<file path="config.mk">
export PLATFORM = sky130hd
export DESIGN_NAME = seg7_scan_ctrl
export DESIGN_NICKNAME = d
export VERILOG_FILES = /design/src/rtl/seg7_pkg.sv /design/src/rtl/seg7_decoder.sv /design/src/rtl/seg7_scan_ctrl.sv
export SDC_FILE = /design/constraint.sdc
export NUM_CORES = 1
export LEC_CHECK = 0
export ABC_AREA = 1
export CAP_MARGIN = 25
export CORE_MARGIN = 1.5
export CORE_UTILIZATION = 51
export CTS_CLUSTER_DIAMETER = 60
export DETAILED_ROUTE_END_ITERATION = 8
export PLACE_DENSITY_LB_ADDON = 0.3
export SYNTH_ARGS = -nofsm -noshare
export SYNTH_HDL_FRONTEND = slang
export SYNTH_SLANG_ARGS = --single-unit
</file>
<file path="constraint.sdc">
create_clock -name clk -period 2.4 [get_ports clk]
set_input_delay 0.72 -clock clk [delete_from_list [all_inputs] [get_ports clk]]
set_output_delay 0.72 -clock clk [all_outputs]
set_load 0.005 [all_outputs]
</file>
<file path="src/rtl/seg7_pkg.sv">
// ==== seg7_pkg: scan-controller state encoding and hex glyph table for seven-segment digits.
// ==== Rev 1.0
`default_nettype none

package seg7_pkg;

  typedef enum logic [1:0] {
    IDLE  = 2'd0,
    BLANK = 2'd1,
    SHOW  = 2'd2
  } state_t;

  localparam logic [6:0] SEG_BLANK = 7'h00;

  // Segment order is {g,f,e,d,c,b,a}, active-high.
  function automatic logic [6:0] seg7_glyph(input logic [3:0] nib);
    logic [6:0] g;
    case (nib)
      4'h0: g = 7'h3F;
      4'h1: g = 7'h06;
      4'h2: g = 7'h5B;
      4'h3: g = 7'h4F;
      4'h4: g = 7'h66;
      4'h5: g = 7'h6D;
      4'h6: g = 7'h7D;
      4'h7: g = 7'h07;
      4'h8: g = 7'h7F;
      4'h9: g = 7'h6F;
      4'hA: g = 7'h77;
      4'hB: g = 7'h7C;
      4'hC: g = 7'h39;
      4'hD: g = 7'h5E;
      4'hE: g = 7'h79;
      default: g = 7'h71;
    endcase
    return g;
  endfunction

endpackage

`default_nettype wire

</file>
<file path="src/rtl/seg7_decoder.sv">
// ==== seg7_decoder: combinational nibble to seven-segment glyph.
// ==== Rev 1.0
`default_nettype none

module seg7_decoder
  import seg7_pkg::*;
(
  input  logic [3:0] nibble,
  output logic [6:0] seg
);

  assign seg = seg7_glyph(nibble);

endmodule

`default_nettype wire

</file>
<file path="src/rtl/seg7_scan_ctrl.sv">
// ==== seg7_scan_ctrl: blanked, double-buffered multiplexed 7-segment scanner.
// ==== Rev 1.0 -- optional LEADING_ZERO_BLANK_EN suppresses leading zero digits.
`default_nettype none

module seg7_scan_ctrl
  import seg7_pkg::*;
#(
  parameter int NUM_DIGITS     = 4,
  parameter int PRESCALE       = 1000,
  parameter int BLANK_CYCLES   = 16,
  parameter int SEG_ACTIVE_LOW = 0
) (
  input  logic                    clk,
  input  logic                    rst_n,
  input  logic                    ena,
  input  logic                    wr_valid,
  output logic                    wr_ready,
  input  logic [4*NUM_DIGITS-1:0] wr_data,
  input  logic [NUM_DIGITS-1:0]   wr_dp,
  output logic [6:0]              segments,
  output logic                    dp,
  output logic [NUM_DIGITS-1:0]   digit_en,
  output logic                    frame_done
);

  localparam int IDXW = (NUM_DIGITS > 1) ? $clog2(NUM_DIGITS) : 1;
  localparam int CNTW = $clog2(PRESCALE);
  localparam logic [CNTW-1:0] BLANK_LAST = CNTW'(BLANK_CYCLES - 1);
  localparam logic [CNTW-1:0] SLOT_LAST  = CNTW'(PRESCALE - 1);
  localparam logic [IDXW-1:0] IDX_LAST   = IDXW'(NUM_DIGITS - 1);
  localparam logic            POL        = (SEG_ACTIVE_LOW != 0);

  state_t                  state, state_nx;
  logic [IDXW-1:0]         idx, idx_nx;
  logic [CNTW-1:0]         cnt, cnt_nx;
  logic [4*NUM_DIGITS-1:0] active_data, shadow_data;
  logic [NUM_DIGITS-1:0]   active_dp, shadow_dp;
  logic                    pending;
  logic                    xfer, boundary, commit;
  logic [3:0]              nibble;
  logic [6:0]              glyph, seg_nx;
  logic                    dp_nx, digit_dark;
  logic [NUM_DIGITS-1:0]   en_nx;

  assign wr_ready = !pending;
  assign xfer     = wr_valid && !pending;
  assign boundary = ena && (state == SHOW) && (cnt == SLOT_LAST) && (idx == IDX_LAST);
  // A write landing on the boundary cycle bypasses the shadow straight into active.
  assign commit   = (boundary && (pending || xfer)) || ((state == IDLE) && pending);

  always_comb begin
    state_nx = state;
    idx_nx   = idx;
    cnt_nx   = cnt;
    if (!ena) begin
      state_nx = IDLE;
      idx_nx   = '0;
      cnt_nx   = '0;
    end else begin
      case (state)
        IDLE: begin
          state_nx = BLANK;
          idx_nx   = '0;
          cnt_nx   = '0;
        end
        BLANK: begin
          cnt_nx = cnt + 1'b1;
          if (cnt == BLANK_LAST) state_nx = SHOW;
        end
        SHOW: begin
          if (cnt == SLOT_LAST) begin
            state_nx = BLANK;
            cnt_nx   = '0;
            idx_nx   = (idx == IDX_LAST) ? '0 : idx + 1'b1;
          end else begin
            cnt_nx = cnt + 1'b1;
          end
        end
        default: begin
          state_nx = IDLE;
          idx_nx   = '0;
          cnt_nx   = '0;
        end
      endcase
    end
  end

  always_comb begin
    nibble     = '0;
    digit_dark = 1'b0;
    for (int i = 0; i < NUM_DIGITS; i++) begin
      if (idx_nx == IDXW'(i)) nibble = active_data[4*i +: 4];
    end
`ifdef LEADING_ZERO_BLANK_EN
    digit_dark = (idx_nx != '0) && ((active_data >> (4 * idx_nx)) == '0);
`endif
  end

  seg7_decoder u_dec (
    .nibble (nibble),
    .seg    (glyph)
  );

  // Outputs are computed from the next state so they change on the same edge.
  always_comb begin
    seg_nx = SEG_BLANK;
    dp_nx  = 1'b0;
    en_nx  = '0;
    if (state_nx == SHOW) begin
      en_nx  = NUM_DIGITS'(1) << idx_nx;
      dp_nx  = active_dp[idx_nx];
      seg_nx = digit_dark ? SEG_BLANK : glyph;
    end
  end

  always_ff @(posedge clk or negedge rst_n) begin
    if (!rst_n) begin
      state       <= IDLE;
      idx         <= '0;
      cnt         <= '0;
      active_data <= '0;
      active_dp   <= '0;
      shadow_data <= '0;
      shadow_dp   <= '0;
      pending     <= 1'b0;
      segments    <= {7{POL}};
      dp          <= POL;
      digit_en    <= {NUM_DIGITS{POL}};
      frame_done  <= 1'b0;
    end else begin
      state <= state_nx;
      idx   <= idx_nx;
      cnt   <= cnt_nx;
      if (xfer) begin
        shadow_data <= wr_data;
        shadow_dp   <= wr_dp;
      end
      if (commit) begin
        active_data <= pending ? shadow_data : wr_data;
        active_dp   <= pending ? shadow_dp : wr_dp;
        pending     <= 1'b0;
      end else if (xfer) begin
        pending <= 1'b1;
      end
      segments   <= seg_nx ^ {7{POL}};
      dp         <= dp_nx ^ POL;
      digit_en   <= en_nx ^ {NUM_DIGITS{POL}};
      frame_done <= boundary;
    end
  end

endmodule

`default_nettype wire

</file>
==> results of run 1 <==
## placed cells by master, fill, tap and decap left out, types with 6 or more instances in the layout
cell,n
nand2_4,6
dfrtp_1,68
inv_2,6
buf_4,33
a21oi_1,10
o21ai_0,18
clkdlybuf4s50_1,35
mux2_2,15
nand2_2,16
a31oi_1,15
inv_1,29
nor3_1,9
nor2_1,32
nand3_1,10
ha_1,9
nand2_1,87
clkbuf_8,10
## final cells by class
class | count | area [sq um]
Multi-Input combinational cell | 265 | 1620
Tap cell | 77 | 96.3
Clock inverter | 4 | 72.6
Clock buffer | 12 | 145
Sequential cell | 68 | 1700
Inverter | 39 | 154
Timing Repair Buffer | 73 | 667
Fill cell | 515 | 1970
## logic make-up (layout without fill, tap and decap cells)
logic type	count (synthesis)	in the layout	share of synthesized area
DFF	68	68	0.497
muxes	15	15	0.0493
adders and majority gates	12	12	0.0438
AOI/OAI and AO/OA	53	53	0.0895
and+or+nand+nor	181	181	0.250
xor gates and xnor gates	4	4	0.0102
buffers and inverters	50	128	0.0606
## per-layer routing
metal  track usage  share of wire
met1         0.261           0.45
met2         0.325           0.49
met3        0.0447          0.038
met4         0.110          0.020
met5             0              0
## critical path, cell delays in order, from the launching register on
cell	delay, ns
dfrtp_1	0.38
inv_1	0.09
ha_1	0.32
nand2_2	0.08
inv_2	0.07
nand2_2	0.05
inv_2	0.06
nand2_4	0.10
buf_6	0.16
nand3_2	0.09
nand3_2	0.08
nor2_4	0.18
buf_4	0.13
ha_1	0.15
nand2_1	0.09
a21oi_2	0.14
nor2_1	0.05
## power groups by stage
stage / clock (W) / sequential, W / combinational, W
after detailed placement: 0 / 0.00170 / 0.00138
after global routing: 0.00111 / 0.00172 / 0.00172
after floorplan: 0 / 0.00163 / 0.00105
final: 0.00104 / 0.00167 / 0.00152
after global placement: 0 / 0.00168 / 0.00135
after CTS: 0.00105 / 0.00167 / 0.00140
## flip-flops by register name, summed over array words and instances (netlist names), 4 cells and up
register	cells
shadow_dp	4
cnt	10
shadow_data	16
digit_en	4
segments	7
active_dp	4
active_data	16
## repair_timing
action                                 4_1_cts  5_1_grt
endpoints found under the hold margin        0        0
setup endpoints to repair                    6        7
resized for setup                            1       31
pin swaps                                    1       12
hold buffers                                 0        0
buffers inserted                             0       12
## metrics by stage
stage	utilization	total power, W
2_1_floorplan	-	0.00268
3_3_place_gp	0.628	0.00303
3_5_place_dp	0.628	0.00308
4_1_cts	0.663	0.00412
5_1_grt	0.694	0.00455
6_report	0.694	0.00423
## path summary, 6_finish.rpt
| kind | to | slack [ns] | cells after the start |
|---|---|---|---|
| max | segments[3] | 0.1 | 16 |
| min | shadow_dp[2] | 0.36 | 2 |
| max reg2reg | segments[3] | 0.1 | 16 |
| min reg2reg | shadow_dp[0] | 0.49 | 2 |
| max in group asynchronous | shadow_data[2] | 1.73 | 2 |
| min in group clk | shadow_dp[0] | 0.49 | 2 |
==> out/qor.csv, run 1 <==
metric,value,unit
Final Setup Violations,0,
max_slew headroom,0.678,
initial antenna violation count,0,
"CTS clk-pin slew, worst paths",0.07,ns
drt pass-1 iters,6,
Critical Path RT,2.64,ns
Die ar.,7220,sq um
CP Launch Type,register,
failing checks,design-rule violations,
Fin. Hold Viols,0,
setup ws final,0.0954,ns
register area share after synthesis,0.497,
CTS Buf Count,9,
Synth cell types,36,
Sink Count,68,
routed length per instance,13.1,um
worst-path maximum fanout,7,
post-route clock period utilization,0.960,
Root Driver,clkbuf_8,
largest net degree at the start of global routing,69,
critical path endpoint category,register,
largest cells by area after synthesis,"dfrtp_1 50%, nand2_1 10%, mux2_2 4.9%, ha_1 4.4%, inv_1 3.6%",
Mapped Area,3430,sq um
first-pass GRT wire length,11.5,mm
Starting DRT DRC Count,157,
worst vdd ir,0.000955,V
CTS tree,yes,
Pins Over Slew Limit,0,
worst r2r src,state[1],
P_sw,0.00147,W
row count,29,
share of the synthesized area in the top cell type,0.497,
Comb power frac,0.359,
layout net count,492,
Area Overhead vs Synth,30.0,%
share of cells above drive strength 1,0.256,
post-synthesis cell count,383,
Die Y,85.0,um
worst setup path startpoint,state[1],
post-DP HPWL,4.72,mm
Die X,85.0,um
clk buf depth,2,
dpl cells,510,
top cells by instance count after synthesis,"95 x nand2_1, 68 x dfrtp_1, 33 x inv_1",
via density per instance,5.10,
syn nets,419,
syn avg cell area,8.94,sq um
Hold Crit Class,input port to async pin,
Final Skew,0.0121,ns
hold slack,0.361,ns
"area leader, netlist",dfrtp_1,
PD cells,950,nW/um^2
GRT Overall Usage,0.205,
Fin Setup TNS,0,ns
I/O pin count,38,
clock period minus worst slack,2.30,ns
Starting Density,0.533,
post-route cell area,4450,sq um
Final ANT Viol Nets,0,
run status,finished with violations,
core area,6420,sq um
final cell count without fillers,538,
Diodes inserted,0,
fmax,0.434,GHz
number of synthesized flops with an enable pin,0,
Sequential Power Share,0.396,
CP Class,register to register,
total of max-cap violations,0,
most used flip-flop cell after synthesis,dfrtp_1,
clock latency at the later pin of the worst-skew pair,0.35,ns
via count,2746,
Final Routed Wirelength,7.04,mm
Tightest Pin Transition,0.479,ns
input/output buffers,37,
Post-route DRC,3,
Internal Power,0.00277,W
RePlAce Congestion,0.856,
switch share,0.347,
leakage power,2.10,nW
post-synthesis async set-or-reset flop share,1.00,
most frequent cell after synthesis,nand2_1,
via count of the first global-routing pass,2655,
Post-DP Area,4040,sq um
Place WS,-0.377,ns
warnings from Yosys,0,
"Arr. time, crit path",2.55,ns
Seq cells post-synth,68,
GRT overflow,0,
htree depth,3,
clock power share,0.246,
No activity file was read; power rests on OpenSTA's default activity.
==> run 2: changes to the inputs <==
--- a/config.mk
+++ b/config.mk
@@ -6,8 +6,7 @@
 export NUM_CORES = 1
 export LEC_CHECK = 0
 export ABC_AREA = 1
-export CAP_MARGIN = 25
-export CORE_MARGIN = 1.5
+export CAP_MARGIN = 20
 export CORE_UTILIZATION = 51
 export CTS_CLUSTER_DIAMETER = 60
 export DETAILED_ROUTE_END_ITERATION = 8
==> run 2 against run 1 <==
Sequential power hardly changed. The flow still finishes with violations (design-rule violations). First-iteration DRC count down 1.3%. Design area increased by 0.81%. Cell count is 1.1% higher. Critical path type unchanged. Routed wire length rose by 5.7%.
==> out/qor.csv, run 2 (synthesized netlist as in run 1, its figures left out) <==
metric,value,unit
via density per instance,5.22,
Final Setup Violations,0,
via count,2841,
clk buf depth,2,
htree depth,3,
routed length per instance,13.7,um
biggest regs,"active_data: 16 flops, shadow_data: 16 flops, cnt: 10 flops",
Critical R2R Capture,segments[3],
run status,finished with violations,
Post-DP Area,4070,sq um
row count,29,
switch share,0.358,
initial antenna violation count,0,
"CTS clk-pin slew, worst paths",0.07,ns
I/O pin count,38,
worst setup path startpoint,cnt[4],
Worst path most repeated cell,nand2_2,
GRT overflow,0,
Die Y,84.0,um
Final ANT Viol Nets,0,
worst r2r src,cnt[4],
critical path depth,20,
worst vdd ir,0.000719,V
RePlAce Congestion,0.902,
Fin. Hold Viols,0,
Final Skew,0.00628,ns
crit-path max cell delay,0.43,ns
Sink Count,68,
failing checks,design-rule violations,
Die ar.,7050,sq um
Post-route DRC,6,
Internal Power,0.00266,W
most frequent cells in the layout,"85 x nand2_1, 68 x dfrtp_1, 39 x buf_4, 35 x clkdlybuf4s50_1, 32 x nor2_1",
CTS Buf Count,9,
CP Cell Sequence,inv_2 -> nand2_2 -> nor2_4 -> nand3_4 -> nand2_2 -> nand2_2 -> inv_2 -> nand2_8 -> nor2_4 -> nand2_2 -> nand3_2 -> nand2_2 -> nand2_4 -> buf_6 -> ha_4 -> inv_2 -> nand2_2 -> nand3_1 -> nand2_1 -> nor2_1,
crit path capture,segments[3],
CTS tree,yes,
post-DP HPWL,4.87,mm
PD cells,922,nW/um^2
P_sw,0.00148,W
drt pass-1 iters,6,
cells on worst reg2reg path,20,
clock power share,0.223,
Root Driver,clkbuf_8,
Final Routed Wirelength,7.44,mm
Diodes inserted,0,
"most common cell after layout, fill and taps aside",nand2_1,
worst-path maximum fanout,8,
slowest CP cell,dfrtp_1,
final cell count without fillers,544,
Starting Density,0.533,
share of cells above drive strength 1,0.281,
input/output buffers,37,
leakage power,2.09,nW
Hold Crit Class,input port to async pin,
Area Overhead vs Synth,31.1,%
Sequential Power Share,0.406,
Comb power frac,0.371,
largest net degree at the start of global routing,69,
r2r setup slk,0.07,ns
CP Launch Type,register,
fillers,489,
max_slew headroom,0.589,
fmax,0.429,GHz
"CP delay by family, top",simple AND/OR/NAND/NOR gates,
GRT Overall Usage,0.223,
dpl cells,514,
post-route clock period utilization,0.971,
Pins Over Slew Limit,0,
via count of the first global-routing pass,2773,
post-route cell area,4490,sq um
Starting DRT DRC Count,155,
total of max-cap violations,0,
layout net count,499,
core area,6420,sq um
"Arr. time, crit path",2.61,ns
Die X,84.0,um
Worst Path Buf+Inv,4,
Fin Setup TNS,0,ns
Critical Path RT,2.68,ns
critical path endpoint category,register,
Tightest Pin Transition,0.611,ns
CP Class,register to register,
first-pass GRT wire length,12.3,mm
clock latency at the later pin of the worst-skew pair,0.35,ns
clock period minus worst slack,2.33,ns
==> run 2: power by group through the flow <==
stage               Sequential [W]  Combinational, W  Clock, W
global placement           0.00168           0.00135         0
floorplan                  0.00163           0.00105         0
detailed placement         0.00170           0.00139         0
finish                     0.00168           0.00154  0.000921
CTS                        0.00168           0.00140  0.000938
global route               0.00172           0.00174  0.000981
==> run 2: timing repair <==
item | 4_1_cts | 5_1_grt
pin swaps | 1 | 16
resized for setup | 1 | 36
endpoints found under the hold margin | 0 | 0
setup buffers | 3 | 12
endpoints found under the setup margin | 7 | 7
hold buffers | 0 | 0
==> run 2: final cells by class <==
class	count	area, sq um	area share
Sequential cell	68	1700	0.379
Multi-Input combinational cell	265	1630	0.362
Timing Repair Buffer	80	723	0.161
Inverter	39	154	0.0343
Clock buffer	10	138	0.0306
Tap cell	77	96.3	0.0215
Clock inverter	5	52.6	0.0117
==> run 2: metrics by stage <==
| step | power (W) | hold WS [ns] | worst slack, ns | utilization |
|---|---|---|---|---|
| 2_1_floorplan | 0.00268 | 0.424 | 0.0243 | - |
| 3_3_place_gp | 0.00303 | 0.446 | -0.306 | 0.633 |
| 3_5_place_dp | 0.00309 | 0.477 | -0.406 | 0.633 |
| 4_1_cts | 0.00402 | 0.389 | 0.0161 | 0.667 |
| 5_1_grt | 0.00444 | 0.415 | -0.0994 | 0.699 |
| 6_report | 0.00414 | 0.369 | 0.0690 | 0.699 |
==> run 2: how the worst min path moves through the flow <==
stage               startpoint         endpoint  slack (ns)  cells past startpoint
6_report                 rst_n  shadow_data[15]        0.37                      2
5_1_grt                  rst_n  shadow_data[14]        0.41                      2
4_1_cts                  rst_n  active_data[12]        0.39                      2
3_5_place_dp   shadow_data[14]  shadow_data[14]        0.48                      2
3_3_place_gp            cnt[0]           cnt[0]        0.45                      1
2_1_floorplan            rst_n   active_data[0]        0.42                      0
==> run 2: worst reg2reg max path, stage by stage, from the launching register on <==
cell     delay, ns
dfrtp_1       0.43
inv_2         0.09
nand2_2       0.06
nor2_4        0.16
nand3_4       0.10
nand2_2       0.09
nand2_2       0.06
inv_2         0.09
nand2_8       0.09
nor2_4        0.15
nand2_2       0.07
nand3_2       0.08
nand2_2       0.08
nand2_4       0.09
buf_6         0.11
ha_4          0.19
inv_2         0.06
nand2_2       0.05
nand3_1       0.06
nand2_1       0.05
nor2_1        0.09
==> run 2: per-layer routing <==
metal | GRT usage | share of wire | up-vias
met5 | 0 | 0 | -
met4 | 0.116 | 0.021 | 0
met3 | 0.0544 | 0.039 | 15
met2 | 0.361 | 0.50 | 51
met1 | 0.278 | 0.44 | 1364
li1 | - | - | 1411
